===== src/rtl/dlx_pkg.sv =====
// Shared DLX definitions: opcode constants, reset PC default and the fetch FSM encoding.
package dlx_pkg;
  localparam logic [5:0] OP_J    = 6'h02;
  localparam logic [5:0] OP_JAL  = 6'h03;
  localparam logic [5:0] OP_BEQZ = 6'h04;
  localparam logic [5:0] OP_BNEZ = 6'h05;
  localparam logic [5:0] OP_JR   = 6'h12;
  localparam logic [5:0] OP_JALR = 6'h13;

  localparam logic [31:0] DEFAULT_RESET_PC = 32'h0000_0000;

  typedef enum logic [1:0] {
    S_IDLE  = 2'd0,
    S_FETCH = 2'd1,
    S_EXEC  = 2'd2
  } fetch_state_e;

  function automatic logic [31:0] word_align(input logic [31:0] addr);
    return addr & 32'hFFFF_FFFC;
  endfunction
endpackage


===== src/rtl/next_pc_sel.sv =====
// Combinational next-PC selection: sign extension, jump/branch target adders and priority mux.
module next_pc_sel
  import dlx_pkg::*;
(
  input  logic [31:0] pc_i,
  input  logic [25:0] imm26_i,
  input  logic        branch_z_i,
  input  logic        branch_nz_i,
  input  logic        jmp_i,
  input  logic        jmp_r_i,
  input  logic        rs1_zero_i,
  input  logic [31:0] rs1_val_i,
  output logic [31:0] next_pc_o,
  output logic [31:0] link_addr_o
);
  logic [31:0] jmp_tgt;
  logic [31:0] br_tgt;
  logic        br_taken;

  assign link_addr_o = pc_i + 32'd4;
  assign jmp_tgt     = link_addr_o + {{6{imm26_i[25]}}, imm26_i};
  assign br_tgt      = link_addr_o + {{16{imm26_i[15]}}, imm26_i[15:0]};
  assign br_taken    = (branch_z_i && rs1_zero_i) || (branch_nz_i && !rs1_zero_i);

  // Register jump beats direct jump beats conditional branch; alignment applied to every target.
  always_comb begin
    next_pc_o = link_addr_o;
    if (jmp_r_i)       next_pc_o = rs1_val_i;
    else if (jmp_i)    next_pc_o = jmp_tgt;
    else if (br_taken) next_pc_o = br_tgt;
    next_pc_o = word_align(next_pc_o);
  end
endmodule


===== src/rtl/fetch_unit.sv =====
// DLX instruction fetch stage: PC/instruction registers, memory handshake FSM and retire counter.
module fetch_unit
  import dlx_pkg::*;
#(
  parameter logic [31:0] RESET_PC = DEFAULT_RESET_PC
) (
  input  logic        clk,
  input  logic        rst_n,
  output logic        imem_req,
  output logic [31:0] imem_addr,
  input  logic        imem_ack,
  input  logic [31:0] imem_rdata,
  output logic [31:0] inst,
  output logic        inst_valid,
  output logic [31:0] pc,
  output logic [31:0] link_addr,
  input  logic        exec_done,
  input  logic        branch_z,
  input  logic        branch_nz,
  input  logic        jmp,
  input  logic        jmp_r,
  input  logic        rs1_zero,
  input  logic [31:0] rs1_val,
  output logic [31:0] retired
);
  fetch_state_e state_q;
  logic [31:0]  pc_q;
  logic [31:0]  inst_q;
  logic [31:0]  retired_q;
  logic         req_q;
  logic         valid_q;
  logic [31:0]  next_pc_d;
  logic [31:0]  retired_d;

  next_pc_sel u_next_pc_sel (
    .pc_i        (pc_q),
    .imm26_i     (inst_q[25:0]),
    .branch_z_i  (branch_z),
    .branch_nz_i (branch_nz),
    .jmp_i       (jmp),
    .jmp_r_i     (jmp_r),
    .rs1_zero_i  (rs1_zero),
    .rs1_val_i   (rs1_val),
    .next_pc_o   (next_pc_d),
    .link_addr_o (link_addr)
  );

  assign retired_d = retired_q + 32'd1;

  // req/valid are registered alongside the state so the memory sees glitch-free controls.
  always_ff @(posedge clk or negedge rst_n) begin
    if (!rst_n) begin
      state_q   <= S_IDLE;
      pc_q      <= RESET_PC;
      inst_q    <= '0;
      retired_q <= '0;
      req_q     <= 1'b0;
      valid_q   <= 1'b0;
    end else begin
      case (state_q)
        S_IDLE: begin
          state_q <= S_FETCH;
          req_q   <= 1'b1;
        end
        S_FETCH: begin
          if (imem_ack) begin
            inst_q  <= imem_rdata;
            req_q   <= 1'b0;
            valid_q <= 1'b1;
            state_q <= S_EXEC;
          end
        end
        S_EXEC: begin
          if (exec_done) begin
            pc_q      <= next_pc_d;
            retired_q <= retired_d;
            valid_q   <= 1'b0;
            req_q     <= 1'b1;
            state_q   <= S_FETCH;
          end
        end
        default: begin
          state_q <= S_IDLE;
          req_q   <= 1'b0;
          valid_q <= 1'b0;
        end
      endcase
    end
  end

  assign imem_req   = req_q;
  assign imem_addr  = word_align(pc_q);
  assign inst       = inst_q;
  assign inst_valid = valid_q;
  assign pc         = pc_q;
  assign retired    = retired_q;
endmodule


===== config.mk =====
export PLATFORM = sky130hd
export DESIGN_NAME = fetch_unit
export DESIGN_NICKNAME = d
export VERILOG_FILES = /design/src/rtl/dlx_pkg.sv /design/src/rtl/next_pc_sel.sv /design/src/rtl/fetch_unit.sv
export SDC_FILE = /design/constraint.sdc
export NUM_CORES = 1
export LEC_CHECK = 0
export CORE_MARGIN = 2
export CORE_UTILIZATION = 44
export DETAILED_ROUTE_END_ITERATION = 8
export GPL_ROUTABILITY_DRIVEN = 0
export PLACE_DENSITY = 0.79
export SLEW_MARGIN = 30
export SYNTH_ARGS = -nofsm -noshare
export SYNTH_HDL_FRONTEND = slang
export SYNTH_SLANG_ARGS = --single-unit
export TNS_END_PERCENT = 20

===== constraint.sdc =====
create_clock -name clk -period 3.8 [get_ports clk]
set_clock_uncertainty 0.2 [all_clocks]
set_input_delay 0.57 -clock clk [delete_from_list [all_inputs] [get_ports clk]]
set_output_delay 0.57 -clock clk [all_outputs]
set_load 0.05 [all_outputs]

; After elaboration in Yosys (flattened, before gate mapping)
; Index checks and enable logic that the tools add are counted.
[totals]
wordCells = 36
out_inout_bits = 162
input_bits = 73
ff_bits = 98
[op_classes]
bitwise = 1
reduce_logical = 9
n_mux = 12
add_sub_neg = 4
eq_ne = 4
[op_table]
columns = op, count
row1 = 2-to-1 mux 32 bit, 3
row2 = adder 32 bit, 2
row3 = "adder 32 x 1 -> 32 bit, second input constant", 1
row4 = "adder 32 x 3 -> 32 bit, second input constant", 1
row5 = one-hot mux 1 bit (3 select lines), 2
row6 = one-hot mux 2 bit (3 select lines), 1
row7 = AND reduction 2 bit, 3
row8 = 2-to-1 mux 1 bit, 4
row9 = 2-to-1 mux 2 bit, 2
row10 = "!= test 2 bit, second input constant", 2
row11 = AND reduction 3 bit, 1
row12 = "== test 2 x 1 -> 1 bit, second input constant", 1
row13 = "== test 2 bit, second input constant", 1
row14 = logical AND 1 bit, 2
row15 = logical NOT 2 bit, 1
row16 = logical NOT 1 bit, 1
row17 = logical OR 1 bit, 1
row18 = NOT 1 bit, 1

; Logic depth before layout (Yosys ltp)
[depth]
word_depth = 6
ltp_mapped = 17
depth_no_buf = 16

; Modules after synthesis
; A second synthesis with hierarchy kept.
[hier_totals]
cells_unflattened = 880
hier_area_um2 = 7847.5
[by_module_without_submodules]
columns = mod, area_per_inst_um2, cells_per_inst, seq_area_each_um2, instances
row1 = fetch_unit, 4329.2, 380, 2477.4, 1
row2 = next_pc_sel, 3518.4, 500, 0.0, 1

; Worst setup path after synthesis
; OpenSTA, ideal clock, no wires.
[synth_timing]
kind = register -> register
from = reg pc_q[2] (netlist: pc[2])
to = reg pc_q[31] (netlist: pc[31])
stages_incl_launch_ff = 18
period_less_slack_ns = 5.081
path_buffers = 2
required_time_ns = 3.506
setup_time_ns = 0.094
arrival_time_ns = 4.788
setup_slack_ns = -1.281
path_cell_list = dfrtp_1 -> ha_1 -> nand4_1 -> nor3_2 -> and2_0 -> clkbuf_1 -> nand3_1 -> xnor2_1 -> ha_1 -> clkbuf_1 -> a21o_1 -> a31oi_1 -> nand3_1 -> a2111oi_1 -> or4_1 -> o21ai_1 -> xnor2_1 -> a211oi_1
[synth_between]
elab_chain_cells = 5
elab_cells_between_ends = 6
cone_classes = 3 x add/sub / 3 x mux
[synth_lines]
columns = item, line
row1 = start: declaration, fetch_unit.sv:27  ; logic [31:0] pc_q;
row2 = start signal: assignment, fetch_unit.sv:75  ; pc_q <= next_pc_d;
row3 = adder 32 x 3 -> 32 bit *, next_pc_sel.sv:20  ; assign link_addr_o = pc_i + 32'd4;
row4 = net link_addr[24], fetch_unit.sv:16  ; output logic [31:0] link_addr,
row5 = adder 32 bit, next_pc_sel.sv:22  ; assign br_tgt = link_addr_o + {{16{imm26_i[15]}}, imm26_i[15:0]};
row6 = 2-to-1 mux 32 bit, next_pc_sel.sv:30  ; else if (br_taken) next_pc_o = br_tgt;
row7 = 2-to-1 mux 32 bit *, next_pc_sel.sv:29  ; else if (jmp_i) next_pc_o = jmp_tgt;
row8 = 2-to-1 mux 32 bit *, next_pc_sel.sv:28  ; if (jmp_r_i) next_pc_o = rs1_val_i;
; The timed path passes the listed nets; every way through them passes the cells marked *.
; A chain may end at the register's enable or synchronous reset.

; Worst setup path in the final report
[layout_timing]
from = reg pc_q[3] (netlist: pc[3])
to = reg pc_q[25] (netlist: pc[25])
[layout_between]
elab_chain_cells = 5
elab_cells_between_ends = 6
cone_classes = 3 x add/sub / 3 x mux
[layout_lines]
columns = item, line
row1 = adder 32 x 3 -> 32 bit *, next_pc_sel.sv:20
row2 = adder 32 bit, next_pc_sel.sv:22
row3 = 2-to-1 mux 32 bit, next_pc_sel.sv:30
row4 = 2-to-1 mux 32 bit *, next_pc_sel.sv:29
row5 = 2-to-1 mux 32 bit *, next_pc_sel.sv:28
; Every way passes the cells marked *; elsewhere a longest branch is shown, timed or not.

==> impl_results.md <==
* Status: finished with violations
* Failing checks: negative setup slack
* Die footprint at 0.0185 sq mm
* Max Root-Sink Buffers at 2
* Min-delay worst type: input pin to asynchronous set/reset pin
* Layout cells sized above 1 at 25.6%
* Top Ports at 235
* Clk root buf: clkbuf_16
* Max-Cap Viols at 0
* Vias per cell at 5.61
* Avg WL per Cell at 18.7 um
* Via count at 8038
* Clk Latency, worst-skew pair at 360 ps
* DRT Pass-1 Iters at 5
* Initial Util at 44.7%
* CP required at 3820 ps
* Worst Setup End Kind: flop
* Dpl cell area at 0.0114 sq mm
* # rows at 48
* Gr usage total at 29.1%
* Max Clock Freq at 0.257 GHz
* First-pass GRT wire length at 41900 um
* Worst slack, placed at -179 ps
* CTS tree: done
* Largest net degree at the start of global routing at 61
* DRT Wirelength at 26800 um
* Worst-margin pin slew at 756 ps
* Synth cell types at 70
* Largest cells by area after synthesis: dfrtp_1 (32%), ha_1 (8.2%), xnor2_1 (7.3%)
* Vias in the first global route at 8053
* Post-route cell area at 0.0119 sq mm
* Clock transition at the registers of the reported paths at 80 ps
* Die Height at 136 um
* Crit-path max FO at 6
* Setup-failing EPs final at 10
* Slew Viols, Final at 0
* Core Region at 0.0171 sq mm
* Most frequent cells after synthesis: nand2_1 (106), dfrtp_1 (97), xnor2_1 (64)
* Critical Path AT at 3920 ps
* Final period utilization at 103%
* Port Buf Inserts at 226
* Yosys synthesis warning count at 0
* Remaining Overflow, GRT at 0
* Final min period at 3900 ps
* Startpoint Class: flop
* Antenna cells at 0
* #FFs+latches synth at 97
* Num CTS Buffers at 9
* Number of synthesized flops with an enable pin at 0
* Final #Nets at 1328
* Antenna Violating Nets Remaining at 0
* Final core occ at 69.7%
* Post-Syn Area at 0.00765 sq mm
* Sequential share of the synthesized area at 31.7%
* Yosys top cell area share at 31.7%
* Detailed Place HPWL at 20700 um
* Count leader, synth: nand2_1
* Drt initial violations at 567
* Initial antenna violation count at 0
* Residual DRC at 0
* Die W at 136 um
* Area grow syn2layout at 56.0%
* Critical path class: flop to flop
* Rel. slew slack at 49.6%
* Synth async-reset ratio at 100%
* Syn Inst Count at 874
* Num Clock Sinks at 97
* Mean Syn Cell Area at 8.75 sq um
* Hold Vio Cnt, Final at 0
* Max H-tree Level at 3
* Min setup slack post-route at -98.4 ps
* Main flop type after synthesis: dfrtp_1
* Post-synth top area cell: dfrtp_1
* RSZ-0062 raised after global routing: yes
cells in the final DEF (no fill, tap or decap), types with 5 or more instances in the layout:
master	Yosys	final
and3_1	18	18
clkbuf_16	0	9
nand3_1	35	30
ha_4	0	5
and2_1	8	7
or3_1	6	6
nand4_1	15	15
conb_1	1	6
nand3_2	1	5
a221oi_1	7	5
dfrtp_2	0	14
dfrtp_1	97	83
mux2_2	34	34
a211oi_1	10	9
xor2_1	32	27
o21a_1	8	8
xnor2_2	0	8
inv_1	17	17
xnor2_4	0	12
a31oi_1	7	5
a21oi_1	59	52
mux2i_1	6	6
a21o_1	22	22
nand2b_1	6	5
nor3_1	16	16
nand2_1	106	105
ha_1	50	41
o21bai_1	8	8
and4_1	7	5
xnor2_1	64	44
clkdlybuf4s50_1	0	216
a21oi_2	3	9
o21ai_0	43	41
buf_4	36	157
nor2_1	60	58
per-stage QoR:
| stage | std cells | hold slack [ps] | setup TNS (ps) |
|---|---|---|---|
| 2_1_floorplan | 879 | 74.4 | -4070 |
| 3_3_place_gp | 1414 | 260 | -447 |
| 3_5_place_dp | 1415 | 278 | -1140 |
| 4_1_cts | 1434 | 109 | -43.8 |
| 5_1_grt | 1434 | 118 | -3190 |
| 6_report | 1434 | 58.0 | -443 |
repair_timing:
action,CTS,global route
endpoints found under the setup margin,15,17
buffers inserted,3,0
hold buffers,0,0
pin swaps,11,5
resized for setup,27,16
logic make-up after synthesis:
kind of cell	Yosys count	synth area share (%)
multiplexers	40	5.79
flip-flops	97	31.7
buffers and inverters	81	5.76
other	1	0.0490
adder cells (fa/ha/maj)	51	8.44
XOR/XNOR	96	11.0
AO/OA/AOI/OAI	212	18.5
AND/OR/NAND/NOR	296	18.8
final timing paths:
check                                             start                       to  slack (ps)  depth (start not counted)
worst min register to register  retired[31]$_DFFE_PN0P_  retired[31]$_DFFE_PN0P_         280                          1
worst max register to register        pc[3]$_DFFE_PN0P_       pc[25]$_DFFE_PN0P_        -100                         16
max in group asynchronous                         rst_n       pc[26]$_DFFE_PN0P_        2540                          2
worst min-delay path                              rst_n      inst[4]$_DFFE_PN0P_          60                          1
worst max-delay path                  pc[3]$_DFFE_PN0P_       pc[25]$_DFFE_PN0P_        -100                         16
min in group clk                retired[31]$_DFFE_PN0P_  retired[31]$_DFFE_PN0P_         280                          1
area by class of cell:
cell class                 count  area (sq um)
clock buffer                  10           239
clock inverter                 6          61.3
fill                        1322          5180
inverter                      17          63.8
multi-input combinational    701          5420
sequential                    97          2440
tap                          225           282
timing repair buffer         378          3420
registers in the layout (all words and copies together) (netlist names):
signal      cells
inst           32
retired        32
inst_valid      1
pc             30
state_q         2
worst max-delay path, stage by stage, from the launching register on:
cell,delay [ps]
dfrtp_2,400
buf_4,130
nand3_2,100
or2_2,330
nor2_1,190
xor2_2,100
ha_2,400
nand3_1,100
o211ai_1,280
a21oi_2,130
buf_4,180
a2111oi_1,440
nor3b_1,120
xnor2_1,140
a22o_1,190
a21oi_1,190
o21ai_0,140
routing by layer:
metal	GRT usage [%]	part of all wire [%]	vias to the layer above
met4	10.1	2.6	0
met1	37.4	41	3875
met5	0	0	-
li1	-	-	3757
met2	48.3	48	354
met3	6.86	8.6	52
Power is left out: the tool's default activity adds up to more than one toggle a clock period on the data nets, which glitch-free logic cannot reach.
